`src/rtl/wishbone_host_master.sv`:
```
// wishbone_host_master
//   Host-command to Wishbone bus master. Turns PING / burst WRITE / burst READ
//   command beats into Wishbone cycles. It returns one response beat per command,
//   or one beat per read word. A rising edge on the interconnect interrupt line
//   triggers a read of INT_ADDR, and the word read is forwarded to the host
//   unsolicited.
// Ports
//   clk, rst                  clock, synchronous active-high reset
//   in_valid/in_ready         host command/data beat handshake
//   in_command/address/data_count/data  command fields (first beat), write data
//   out_valid/out_ready       response beat handshake
//   out_status/address/data/last        response fields
//   wbm_*_o / wbm_*_i         Wishbone master signals, wbm_int_i level interrupt
module wishbone_host_master #(
   parameter logic [31:0] TIMEOUT  = 32'd1000,
   parameter logic [31:0] INT_ADDR = 32'hFF00_0000
) (
   input  logic        clk,
   input  logic        rst,
   input  logic        in_valid,
   output logic        in_ready,
   input  logic [1:0]  in_command,
   input  logic [31:0] in_address,
   input  logic [15:0] in_data_count,
   input  logic [31:0] in_data,
   output logic        out_valid,
   input  logic        out_ready,
   output logic [7:0]  out_status,
   output logic [31:0] out_address,
   output logic [31:0] out_data,
   output logic        out_last,
   output logic        wbm_we_o,
   output logic        wbm_cyc_o,
   output logic        wbm_stb_o,
   output logic [3:0]  wbm_sel_o,
   output logic [31:0] wbm_adr_o,
   output logic [31:0] wbm_dat_o,
   input  logic        wbm_ack_i,
   input  logic [31:0] wbm_dat_i,
   input  logic        wbm_int_i
);

   localparam logic [7:0] ST_OK   = 8'h00;
   localparam logic [7:0] ST_TMO  = 8'h01;
   localparam logic [7:0] ST_BAD  = 8'h02;
   localparam logic [7:0] ST_INT  = 8'h80;

   typedef enum logic [2:0] {
      S_IDLE, S_WR_STB, S_WR_DATA, S_RD_STB, S_RD_OUT, S_INT_RD, S_RESP
   } state_t;

   state_t      r_state, w_next;
   logic [31:0] r_addr;
   logic [31:0] r_resp_addr;
   logic [31:0] r_resp_data;
   logic [7:0]  r_status;
   logic [15:0] r_count;
   logic [15:0] r_done;
   logic [31:0] r_wdata;
   logic [31:0] r_rdata;
   logic [31:0] r_tmo;
   logic        r_int_d;
   logic        r_int_pend;

   logic        w_cyc;
   logic        w_stb;
   logic        w_last;
   logic        w_expire;
   logic [31:0] w_addr_inc;

   assign w_cyc = (r_state == S_WR_STB) || (r_state == S_WR_DATA) ||
                  (r_state == S_RD_STB) || (r_state == S_RD_OUT)  ||
                  (r_state == S_INT_RD);
   assign w_stb = (r_state == S_WR_STB) || (r_state == S_RD_STB) ||
                  (r_state == S_INT_RD);
   assign w_last     = ({1'b0, r_done} + 17'd1) == {1'b0, r_count};
   // Expiry is only acted on when no ack is present, so a same-cycle ack wins.
   assign w_expire   = (r_tmo == (TIMEOUT - 32'd1));
   // Slave select byte is never touched by burst address stepping.
   assign w_addr_inc = {r_addr[31:24], r_addr[23:0] + 24'd1};

   assign wbm_cyc_o = w_cyc;
   assign wbm_stb_o = w_stb;
   assign wbm_we_o  = (r_state == S_WR_STB);
   assign wbm_sel_o = w_cyc ? 4'hF : '0;
   assign wbm_adr_o = w_cyc ? r_addr : '0;
   assign wbm_dat_o = (r_state == S_WR_STB) ? r_wdata : '0;

   assign out_valid   = (r_state == S_RD_OUT) || (r_state == S_RESP);
   assign out_status  = (r_state == S_RESP) ? r_status : '0;
   assign out_address = (r_state == S_RD_OUT) ? r_addr :
                        (r_state == S_RESP)   ? r_resp_addr : '0;
   assign out_data    = (r_state == S_RD_OUT) ? r_rdata :
                        (r_state == S_RESP)   ? r_resp_data : '0;
   assign out_last    = (r_state == S_RESP) || ((r_state == S_RD_OUT) && w_last);

   always_comb begin
      w_next   = r_state;
      in_ready = 1'b0;
      case (r_state)
         S_IDLE: begin
            if (r_int_pend) begin
               w_next = S_INT_RD;
            end else begin
               in_ready = 1'b1;
               if (in_valid) begin
                  case (in_command)
                     2'd1:    w_next = S_WR_STB;
                     2'd2:    w_next = S_RD_STB;
                     default: w_next = S_RESP;
                  endcase
               end
            end
         end
         S_WR_STB: begin
            if (wbm_ack_i)     w_next = w_last ? S_RESP : S_WR_DATA;
            else if (w_expire) w_next = S_RESP;
         end
         S_WR_DATA: begin
            in_ready = 1'b1;
            if (in_valid) w_next = S_WR_STB;
         end
         S_RD_STB: begin
            if (wbm_ack_i)     w_next = S_RD_OUT;
            else if (w_expire) w_next = S_RESP;
         end
         S_RD_OUT: begin
            if (out_ready) w_next = w_last ? S_IDLE : S_RD_STB;
         end
         S_INT_RD: begin
            if (wbm_ack_i || w_expire) w_next = S_RESP;
         end
         S_RESP: begin
            if (out_ready) w_next = S_IDLE;
         end
         default: w_next = S_IDLE;
      endcase
   end

   always_ff @(posedge clk) begin
      if (rst) begin
         r_state     <= S_IDLE;
         r_addr      <= '0;
         r_resp_addr <= '0;
         r_resp_data <= '0;
         r_status    <= '0;
         r_count     <= '0;
         r_done      <= '0;
         r_wdata     <= '0;
         r_rdata     <= '0;
         r_tmo       <= '0;
         r_int_d     <= 1'b0;
         r_int_pend  <= 1'b0;
      end else begin
         r_state <= w_next;
         r_int_d <= wbm_int_i;

         // A new edge wins over the clear so it is never lost.
         if (wbm_int_i && !r_int_d)
            r_int_pend <= 1'b1;
         else if ((r_state == S_IDLE) && r_int_pend)
            r_int_pend <= 1'b0;

         // Every entry into a strobe state is a state change, which restarts the count.
         if (w_next != r_state) r_tmo <= '0;
         else if (w_stb)        r_tmo <= r_tmo + 32'd1;

         case (r_state)
            S_IDLE: begin
               if (r_int_pend) begin
                  r_addr      <= INT_ADDR;
                  r_resp_addr <= INT_ADDR;
                  r_resp_data <= '0;
                  r_done      <= '0;
               end else if (in_valid) begin
                  r_addr      <= in_address;
                  r_resp_addr <= in_address;
                  r_count     <= (in_data_count == '0) ? 16'd1 : in_data_count;
                  r_wdata     <= in_data;
                  r_done      <= '0;
                  r_resp_data <= '0;
                  r_status    <= (in_command == 2'd3) ? ST_BAD : ST_OK;
               end
            end
            S_WR_STB: begin
               if (wbm_ack_i) begin
                  r_done <= r_done + 16'd1;
                  r_addr <= w_addr_inc;
                  if (w_last) begin
                     r_status    <= ST_OK;
                     r_resp_data <= {16'd0, r_count};
                  end
               end else if (w_expire) begin
                  r_status    <= ST_TMO;
                  r_resp_data <= {16'd0, r_done};
               end
            end
            S_WR_DATA: begin
               if (in_valid) r_wdata <= in_data;
            end
            S_RD_STB: begin
               if (wbm_ack_i) begin
                  r_rdata <= wbm_dat_i;
               end else if (w_expire) begin
                  r_status    <= ST_TMO;
                  r_resp_data <= {16'd0, r_done};
               end
            end
            S_RD_OUT: begin
               if (out_ready) begin
                  r_done <= r_done + 16'd1;
                  r_addr <= w_addr_inc;
               end
            end
            S_INT_RD: begin
               if (wbm_ack_i) begin
                  r_status    <= ST_INT;
                  r_resp_data <= wbm_dat_i;
               end else if (w_expire) begin
                  r_status    <= ST_TMO;
                  r_resp_data <= '0;
               end
            end
            default: ;
         endcase
      end
   end

endmodule

```
`config.mk`:
```
export PLATFORM = sky130hd
export DESIGN_NAME = wishbone_host_master
export DESIGN_NICKNAME = d
export VERILOG_FILES = /design/src/rtl/wishbone_host_master.sv
export SDC_FILE = /design/constraint.sdc
export NUM_CORES = 1
export LEC_CHECK = 0
export CORE_AREA = 2 2 166 168
export CTS_CLUSTER_DIAMETER = 60
export DETAILED_ROUTE_END_ITERATION = 8
export DIE_AREA = 0 0 168 170
export DONT_BUFFER_PORTS = 1
export PLACE_DENSITY = 0.58
export SYNTH_ARGS = -nofsm -noshare
export SYNTH_HDL_FRONTEND = slang
export SYNTH_SLANG_ARGS = --single-unit
```
`constraint.sdc`:
```
create_clock -name clk -period 3.8 [get_ports clk]
set_input_delay 1.14 -clock clk [delete_from_list [all_inputs] [get_ports clk]]
set_output_delay 1.14 -clock clk [all_outputs]
set_load 0.02 [all_outputs]
```
==> results of run 1 <==
-- logic make-up after synthesis --
| kind of cell | Yosys count |
|---|---|
| AO/OA/AOI/OAI | 322 |
| AND/OR/NAND/NOR | 661 |
| flip-flops | 237 |
| multiplexers | 68 |
| buffers and inverters | 138 |
| adder cells (fa/ha/maj) | 5 |
| XOR/XNOR | 54 |
-- sequential cells by signal (all words and copies together), names as in the netlist, 16 cells and up --
register and flops:
r_addr 32, r_count 16, r_done 16, r_rdata 32, r_resp_addr 32, r_resp_data 32, r_tmo 32, r_wdata 32
-- layer usage --
layer | vias up | track usage | wire (µm)
met5 | - | 0 | 0
met2 | 368 | 0.3656 | 15390
met3 | 55 | 0.04628 | 2476
met1 | 5003 | 0.3076 | 15020
li1 | 5092 | - | -
met4 | 0 | 0.06578 | 894
-- worst max-delay path: cells and delay by family (launching register included) --
family          cells  cell delay (ns)
simple gates        6             1.53
buf+inv             1             0.17
xor+xnor            1             0.16
flops               1             0.39
compound gates      1             0.08
-- layout make-up --
type                       instances  area [µm²]  area share
tap                              341       426.7     0.03188
clock buffer                      44       894.6     0.06684
clock inverter                    12       113.9    0.008507
sequential                       237        4783      0.3574
inverter                          11       41.29    0.003085
multi-input combinational       1110        6708      0.5012
timing repair buffer              55       416.7     0.03113
-- power groups by stage --
| stage | Clock, mW | Combinational, mW | Sequential [mW] |
|---|---|---|---|
| final | 2.83 | 1.87 | 2.93 |
| after global routing | 2.99 | 2.07 | 2.96 |
| after CTS | 2.89 | 1.88 | 2.92 |
| after detailed placement | 0 | 1.87 | 2.97 |
| after global placement | 0 | 1.86 | 2.97 |
| after floorplan | 0 | 1.54 | 2.86 |
-- through the flow --
stage,cells,hold WS (ns),total power [mW],utilization
CTS,1804,0.4486,7.693,0.4980
finish,1810,0.4498,7.625,0.5022
global placement,1744,0.4338,4.828,0.4563
floorplan,1485,0.4210,4.395,-
detailed placement,1744,0.4386,4.841,0.4563
global route,1810,0.4596,8.018,0.5022
-- repair_timing --
action | CTS | global route
buffers inserted | 4 | 6
pin swaps | 3 | 7
cloned | 0 | 0
setup endpoints to repair | 1 | 1
hold buffers | 0 | 0
resized for setup | 26 | 17
-- worst min-delay path by stage --
stage                                to  slack, ns  cells past startpoint
6_report       r_wdata[22]$_SDFFE_PP0P_       0.45                      2
5_1_grt        r_rdata[10]$_SDFFE_PP0P_       0.46                      2
4_1_cts        r_wdata[22]$_SDFFE_PP0P_       0.45                      2
3_5_place_dp   r_status[5]$_SDFFE_PP0P_       0.44                      1
3_3_place_gp   r_status[3]$_SDFFE_PP0P_       0.43                      1
2_1_floorplan  r_status[2]$_SDFFE_PP0P_       0.42                      1
-- placed cells by master (no fill, tap or decap), types with 6 or more instances in the layout --
cell type  instances
nand2_1          251
dfxtp_1          222
a21oi_1          158
nor2_1           144
and2_1            75
mux2i_1           68
buf_4             54
o21ai_0           35
nor3_2            33
clkbuf_16         31
xor2_1            28
nand3_1           27
xnor2_1           25
and3_1            22
a222oi_1          21
nor3_1            20
nand4_1           20
a22oi_1           18
a22o_1            16
o2bb2ai_1         16
inv_1              9
nor4_1             9
a31oi_1            8
dfxtp_4            8
or3_1              7
clkbuf_8           7
dfxtp_2            7
clkbuf_1           6
==> impl_metrics.tcl, run 1 <==
set metrics [dict create \
    worst_skew_pair.late_latency_ns 0.54 \
    die_area_um2 28560 \
    netSwitchingFraction 0.3446 \
    synth-xor-area-share 0.03972 \
    hp-class "register to register" \
    max-vdd-ir-drop_v 0.0003409 \
    htreeDepth 1 \
    timing.fmax_ghz 0.2489 \
    yosys.area.top_type "dfxtp_1" \
    drive_gt1_frac 0.1253 \
    synth_top_family_by_area "simple AND/OR/NAND/NOR gates" \
    ys_warn_count 0 \
    internal-power_mw 4.997 \
    period_needed_ns 4.017 \
    r2r_end "r_tmo[0]$_SDFFE_PP0P_" \
    grt_max_degree 172 \
    n_fill_cell 2590 \
    vias 10518 \
    setup_viol 1 \
    syn_area_um2 11910 \
    grt_pass1_vias 9903 \
    dpl.hpwl_um 22020 \
    rsz0062_at_grt "yes" \
    yosys.area_share.simple 0.2755 \
    yosysMostFrequentCell "nand2_1" \
    dpl_worst_slack_ns 0.1721 \
    p_leak_nw 4.541 \
    grt_first_pass_wirelength_um 53610 \
    final_area_um2 13380 \
    r2r_cells 9 \
    cp.required_ns 2.66 \
    r2r_start "r_tmo[15]$_SDFFE_PP0P_" \
    synth_nets 1610 \
    drtPass1Iterations 7 \
    switching_power_mw 2.627 \
    r2r_setup_slack_ns 0.65 \
    gp_congestion 0.8678 \
    status "finished with violations" \
    fp.coreArea_um2 26650 \
    synth_fa_ha_area_frac 0.005254 \
    pwr-share-clk 0.371 \
    final.setup.tns_ns -0.2174 \
    cpMaxStageDelayCell "or4_4" \
    path_cells "nand4_4, nor4_4, xnor2_1, o21ai_1, or4_4, nor3_4, nor2_1, nor2_1, buf_4" \
    min_from "r_wdata[22]$_SDFFE_PP0P_" \
    grt_overflow_total 0 \
    async_reset_ff_frac 0 \
    cap_violations 0 \
    crit_end "out_last" \
    synth_area_leaders "dfxtp_1 (40%), nand2_1 (7.9%), a21oi_1 (6.7%), mux2i_1 (5.7%), nor2_1 (4.6%)" \
    die_width_um 168 \
    hold_viol 0 \
    place_area_um2 12160 \
    ys_top_cells_by_count "nand2_1 (251), dfxtp_1 (237), a21oi_1 (159)" \
    area_growth_pct 12.41 \
    ioPinCount 266 \
    clkTransAtPathRegs_ns 0.06 \
    antenna_found_initial 0 \
    slew_viol_final 0 \
    avgViaCountPerCell 5.811 \
    die_y_um 170 \
    path_common_cell "nor2_1" \
    start_util 0.4468 \
    crit_path_start_kind "register" \
    relSlewSlack 0.2500 \
    cp_max_fo 7 \
    rows 60 \
    grt_use_total 0.2267 \
    wirelength_um 33780 \
    drcViolationCount 0 \
    violations "setup timing" \
    cpPeakStageDelay_ns 0.53 \
    syn_inst 1485 \
    critPathCaptureType "primary output" \
    numPortBuffers 0 \
    wl_per_cell_um 18.66 \
    antenna_cells 0 \
    synth_compound_area_frac 0.1735 \
    nets 1570 \
    numCtsBuffers 30 \
    worst_pin_slew_ns 1.125 \
    post-route-period-util 1.057 \
    synth_cell_types 67 \
    ys_ff_latch 237 \
    crit_path_start "r_done[5]$_SDFFE_PP0P_" \
    synth_ff_type "dfxtp_1" \
    clock-sinks 237 \
    ys_seq_area_frac 0.3985 \
    powerDensity_nw_per_um2 569.7 \
    drt-initial-drc-count 956 \
    syn_area_per_cell_um2 8.018 \
    cts_root_buf "clkbuf_16" \
    yosysTopAreaCellShare 0.3985 \
    p_comb_frac 0.246 \
    cp_data_arrival_time_ns 2.88 \
    clock_skew_ns 0.01153 \
    critical_path_class "register to primary output" \
    synth_edf_count 0 \
    p_seq_frac 0.384 \
    layout_setup_ws_ns -0.2174 \
    final_antenna_net_count 0 \
    tritoncts "built" \
    cts_buffer_depth 3 \
    synth.area.mux_share 0.05717 \
]
No activity file was read; power rests on OpenSTA's default activity.
==> inputs of run 2 (changes only) <==
REMOVE_ABC_BUFFERS = 1   (was unset)
==> impl_metrics.tcl, run 2 (same netlist as run 1, synthesis figures left out) <==
set metrics [dict create \
    status "finished with violations" \
    violations "setup timing" \
    layout_common_cells "nand2_1 (251), dfxtp_1 (226), a21oi_1 (157)" \
    drt-initial-drc-count 616 \
    n_fill_cell 2630 \
    cp.required_ns 2.66 \
    hold_viol 0 \
    r2r_end "r_tmo[30]$_SDFFE_PP0P_" \
    r2r_setup_slack_ns 0.56 \
    grt_use_total 0.2242 \
    max-vdd-ir-drop_v 0.0003291 \
    die_width_um 168 \
    numCtsBuffers 30 \
    drive_gt1_frac 0.1195 \
    post-route-period-util 1.028 \
    powerDensity_nw_per_um2 572.3 \
    setup_viol 1 \
    critical_path_class "register to primary output" \
    avgViaCountPerCell 5.789 \
    worst_pin_slew_ns 1.061 \
    finalPower_mw 7.646 \
    dpl.hpwl_um 22230 \
    path_common_cell "nor2_1" \
    period_needed_ns 3.908 \
    worst_skew_pair.late_latency_ns 0.55 \
    wirelength_um 33500 \
    r2r_start "r_done[5]$_SDFFE_PP0P_" \
    die_area_um2 28560 \
    fp.coreArea_um2 26650 \
    path_cells "ha_4, and4_1, and3_4, mux2i_1, o21ai_1, or4_4, nor3_4, nor2_1, nor2_1, buf_4" \
    slew_viol_final 0 \
    nets 1569 \
    hp-class "register to register" \
    antenna_cells 0 \
    final_common_cell "nand2_1" \
    cts_root_buf "clkbuf_16" \
    grt_overflow_total 0 \
    cp_data_arrival_time_ns 2.77 \
    min_path_cells 2 \
    final.setup.tns_ns -0.1080 \
    antenna_found_initial 0 \
    clock-sinks 237 \
    vias 10455 \
    p_leak_nw 4.539 \
    rows 60 \
    crit_path_start "r_done[1]$_SDFFE_PP0P_" \
    cpMaxStageDelayCell "or4_4" \
    cpPeakStageDelay_ns 0.52 \
    clkTransAtPathRegs_ns 0.05 \
    min_from "r_rdata[18]$_SDFFE_PP0P_" \
    clock_skew_ns 0.009730 \
    grt_first_pass_wirelength_um 52650 \
    ioPinCount 266 \
    wl_per_cell_um 18.55 \
    hold_ws_ns 0.4482 \
    final_antenna_net_count 0 \
    die_y_um 170 \
    tritoncts "built" \
    relSlewSlack 0.2910 \
    cp_max_fo 4 \
    cts_buffer_depth 3 \
    start_util 0.4468 \
    layout_setup_ws_ns -0.1080 \
    final_util 0.5013 \
    crit_path_start_kind "register" \
    rsz0062_at_grt "yes" \
    critPathCaptureType "primary output" \
    hold_path_end "r_rdata[18]$_SDFFE_PP0P_" \
    gp_congestion 0.9000 \
    area_growth_pct 12.21 \
    timing.fmax_ghz 0.2559 \
    drcViolationCount 0 \
    cap_violations 0 \
    r2r_cells 11 \
    drtPass1Iterations 9 \
    htreeDepth 1 \
    grt_pass1_vias 9676 \
    grt_max_degree 172 \
    numPortBuffers 0 \
]
[run 2: layout make-up]
cell class	instances	area, µm²	area share
clock buffer	42	877.1	0.06565
clock inverter	11	118.9	0.008897
inverter	11	41.29	0.003090
multi-input combinational	1110	6691	0.5008
sequential	237	4771	0.3571
tap	341	426.7	0.03193
timing repair buffer	54	434.2	0.03250
[run 2: worst max-delay path by stage]
stage	end	slack (ns)	depth (start not counted)
3_3_place_gp	out_last	0.18	10
5_1_grt	out_last	-0.25	10
6_report	out_last	-0.11	10
2_1_floorplan	wbm_adr_o[0]	-3.06	3
3_5_place_dp	out_last	0.11	10
4_1_cts	out_last	-0.12	10
[run 2: timing repair]
item / 4_1_cts / 5_1_grt
resized for setup: 31 / 0
endpoints found under the setup margin: 1 / 1
hold buffers: 0 / 0
buffers inserted: 8 / 1
pin swaps: 8 / 4
[run 2: metrics by stage]
stage | instances | instance area, µm² | setup WS (ns)
2_1_floorplan | 1358 | 11350 | -3.062
3_3_place_gp | 1744 | 12200 | 0.1788
3_5_place_dp | 1744 | 12200 | 0.1085
4_1_cts | 1805 | 13350 | -0.1204
5_1_grt | 1806 | 13360 | -0.2499
6_report | 1806 | 13360 | -0.1080
[run 2: metal layers]
metal,vias to the layer above,part of all wire,routed length [µm],GRT usage
met4,0,0.020,677,0.05784
met5,-,0,0,0
li1,5115,-,-,-
met2,292,0.48,16120,0.3809
met3,50,0.054,1797,0.03628
met1,4998,0.44,14900,0.2972
[run 2: report_power, final]
part           leakage [nW]  switching (mW)  internal [mW]  total [mW]
registers              1.93           0.208           2.69        2.90
clock network         0.488            1.13           1.69        2.82
logic                  2.12            1.32          0.613        1.93
[run 2: worst max-delay path: cells and delay by family (launching register included)]
family	cells	cell delay, ns
AND/OR/NAND/NOR	6	1.27
flip-flops	1	0.37
buffers and inverters	1	0.18
multiplexers	1	0.17
adder cells (fa/ha/maj)	1	0.15
AO/OA/AOI/OAI	1	0.08
==> inputs of run 3 (changes only) <==
BUFFER_PORTS_ARGS = -buffer_cell sky130_fd_sc_hd__buf_2   (was unset)
DONT_BUFFER_PORTS = unset   (was 1)
PLACE_DENSITY = 0.67   (was 0.58)
==> impl_metrics.tcl, run 3 (same netlist as run 1, synthesis figures left out) <==
set metrics [dict create \
    worst_skew_pair.late_latency_ns 0.54 \
    slew_viol_final 0 \
    area_growth_pct 23.85 \
    cp.required_ns 2.66 \
    clock-sinks 237 \
    avgViaCountPerCell 5.495 \
    numCtsBuffers 27 \
    nets 1837 \
    hold_viol 0 \
    stdcell_count 2076 \
    timing.fmax_ghz 0.2576 \
    p_leak_nw 5.851 \
    tritoncts "built" \
    drive_gt1_frac 0.2539 \
    die_area_um2 28560 \
    p_comb_frac 0.266 \
    cts_buffer_depth 3 \
    rows 60 \
    dpl.hpwl_um 23130 \
    clock_skew_ns 0.01006 \
    critPathCaptureType "primary output" \
    ioPinCount 266 \
    crit_end "out_last" \
    gp_congestion 0.8744 \
    powerDensity_nw_per_um2 535.6 \
    r2r_setup_slack_ns 0.82 \
    critical_path_class "register to primary output" \
    final_util 0.5533 \
    cp_data_arrival_time_ns 2.74 \
    cap_violations 0 \
    layout_common_cells "buf_2 (263), nand2_1 (251), dfxtp_1 (225)" \
    grt_pass1_vias 10754 \
    post-route-period-util 1.022 \
    fp.coreArea_um2 26650 \
    cts_root_buf "clkbuf_16" \
    setup_viol 1 \
    period_needed_ns 3.882 \
    drtPass1Iterations 7 \
    p_seq_frac 0.370 \
    ctsHoldBuffers 0 \
    numPortBuffers 265 \
    start_util 0.4468 \
    final_common_cell "buf_2" \
    r2r_cells 11 \
    die_y_um 170 \
    worst_pin_slew_ns 1.071 \
    relSlewSlack 0.2843 \
    grt_first_pass_wirelength_um 55080 \
    cp_max_fo 4 \
    netSwitchingFraction 0.3378 \
    crit_path_start_kind "register" \
    drt-initial-drc-count 894 \
    status "finished with violations" \
    clkTransAtPathRegs_ns 0.06 \
    vias 11407 \
    die_width_um 168 \
    r2r_end "r_resp_data[26]$_SDFFE_PP0P_" \
    final_antenna_net_count 0 \
    pwr-share-clk 0.364 \
    grt_max_degree 115 \
    grt_overflow_total 0 \
    crit_path_start "r_done[0]$_SDFFE_PP0P_" \
    switching_power_mw 2.668 \
    internal-power_mw 5.230 \
    finalPower_mw 7.898 \
    antenna_found_initial 4 \
    drcViolationCount 0 \
    wl_per_cell_um 16.39 \
    violations "setup timing" \
    r2r_start "r_done[0]$_SDFFE_PP0P_" \
    grt_use_total 0.2307 \
    dpl_worst_slack_ns 0.1889 \
    layout_setup_ws_ns -0.08232 \
    hp-class "register to register" \
    wirelength_um 34020 \
    post-place-cells 2012 \
    htreeDepth 1 \
    max-vdd-ir-drop_v 0.0002984 \
    rsz0062_at_grt "yes" \
]
run 3: changes by cell type in the layout (fill, tap and decap cells not counted), sizes merged:
cell / before / now
buf: 54 / 325
bufinv: 1 / 5
clkbuf: 42 / 40
clkinv: 7 / 4
diode: 0 / 2
inv: 13 / 11
run 3: per-stage QoR:
step	hold slack, ns	area (µm²)	setup TNS, ns
after floorplan	0.4210	11350	-471.70
after global placement	0.4334	13560	0
after detailed placement	0.4424	13560	0
after CTS	0.4515	14680	-0.09892
after global routing	0.4639	14750	-0.2452
final	0.4495	14750	-0.08232
run 3: repair_timing:
item | in CTS | in global routing
hold endpoints to repair | 0 | 0
cloned | 0 | 0
gates resized for setup | 24 | 5
setup buffers | 9 | 3
pin swaps | 8 | 3
endpoints found under the setup margin | 1 | 1
run 3: worst min-delay path by stage:
stage	startpoint	slack (ns)	to	cells past startpoint
floorplan	r_status[2]$_SDFFE_PP0P_	0.42	r_status[2]$_SDFFE_PP0P_	1
global placement	r_status[4]$_SDFFE_PP0P_	0.43	r_status[4]$_SDFFE_PP0P_	1
detailed placement	r_status[4]$_SDFFE_PP0P_	0.44	r_status[4]$_SDFFE_PP0P_	1
CTS	r_wdata[26]$_SDFFE_PP0P_	0.45	r_wdata[26]$_SDFFE_PP0P_	2
global route	r_rdata[15]$_SDFFE_PP0P_	0.46	r_rdata[15]$_SDFFE_PP0P_	2
finish	r_wdata[13]$_SDFFE_PP0P_	0.45	r_wdata[13]$_SDFFE_PP0P_	2
run 3: worst max-delay path, cell delays in order, from the launching register on:
cell and delay [ns]:
dfxtp_4 0.37, ha_4 0.15, and4_1 0.23, and3_4 0.20, mux2i_1 0.17, o21ai_1 0.08
or4_4 0.52, nor3_4 0.14, nor2_1 0.05, nor2_1 0.12, buf_4 0.17
run 3: layer usage:
metal | vias to the layer above | part of all wire | GRT usage
met2 | 371 | 0.47 | 0.3927
met5 | - | 0.00026 | 0
met3 | 70 | 0.053 | 0.02884
li1 | 5628 | - | -
met4 | 2 | 0.027 | 0.06767
met1 | 5336 | 0.45 | 0.3075
run 3: power groups by stage:
stage	sequential, mW	clock [mW]	combinational (mW)
3_5_place_dp	2.97	0	2.08
4_1_cts	2.91	2.93	2.11
6_report	2.92	2.87	2.10
5_1_grt	2.95	3.04	2.31
3_3_place_gp	2.96	0	2.07
2_1_floorplan	2.95	0	1.30
run 3: cell type report:
type	instances	area, µm²
Tap cell	341	426.7
Sequential cell	237	4770
Inverter	11	41.29
Clock inverter	10	187.7
Clock buffer	40	805.8
Fill cell	2499	11900
Timing Repair Buffer	325	1836
Antenna cell	2	5.005
Multi-Input combinational cell	1110	6675
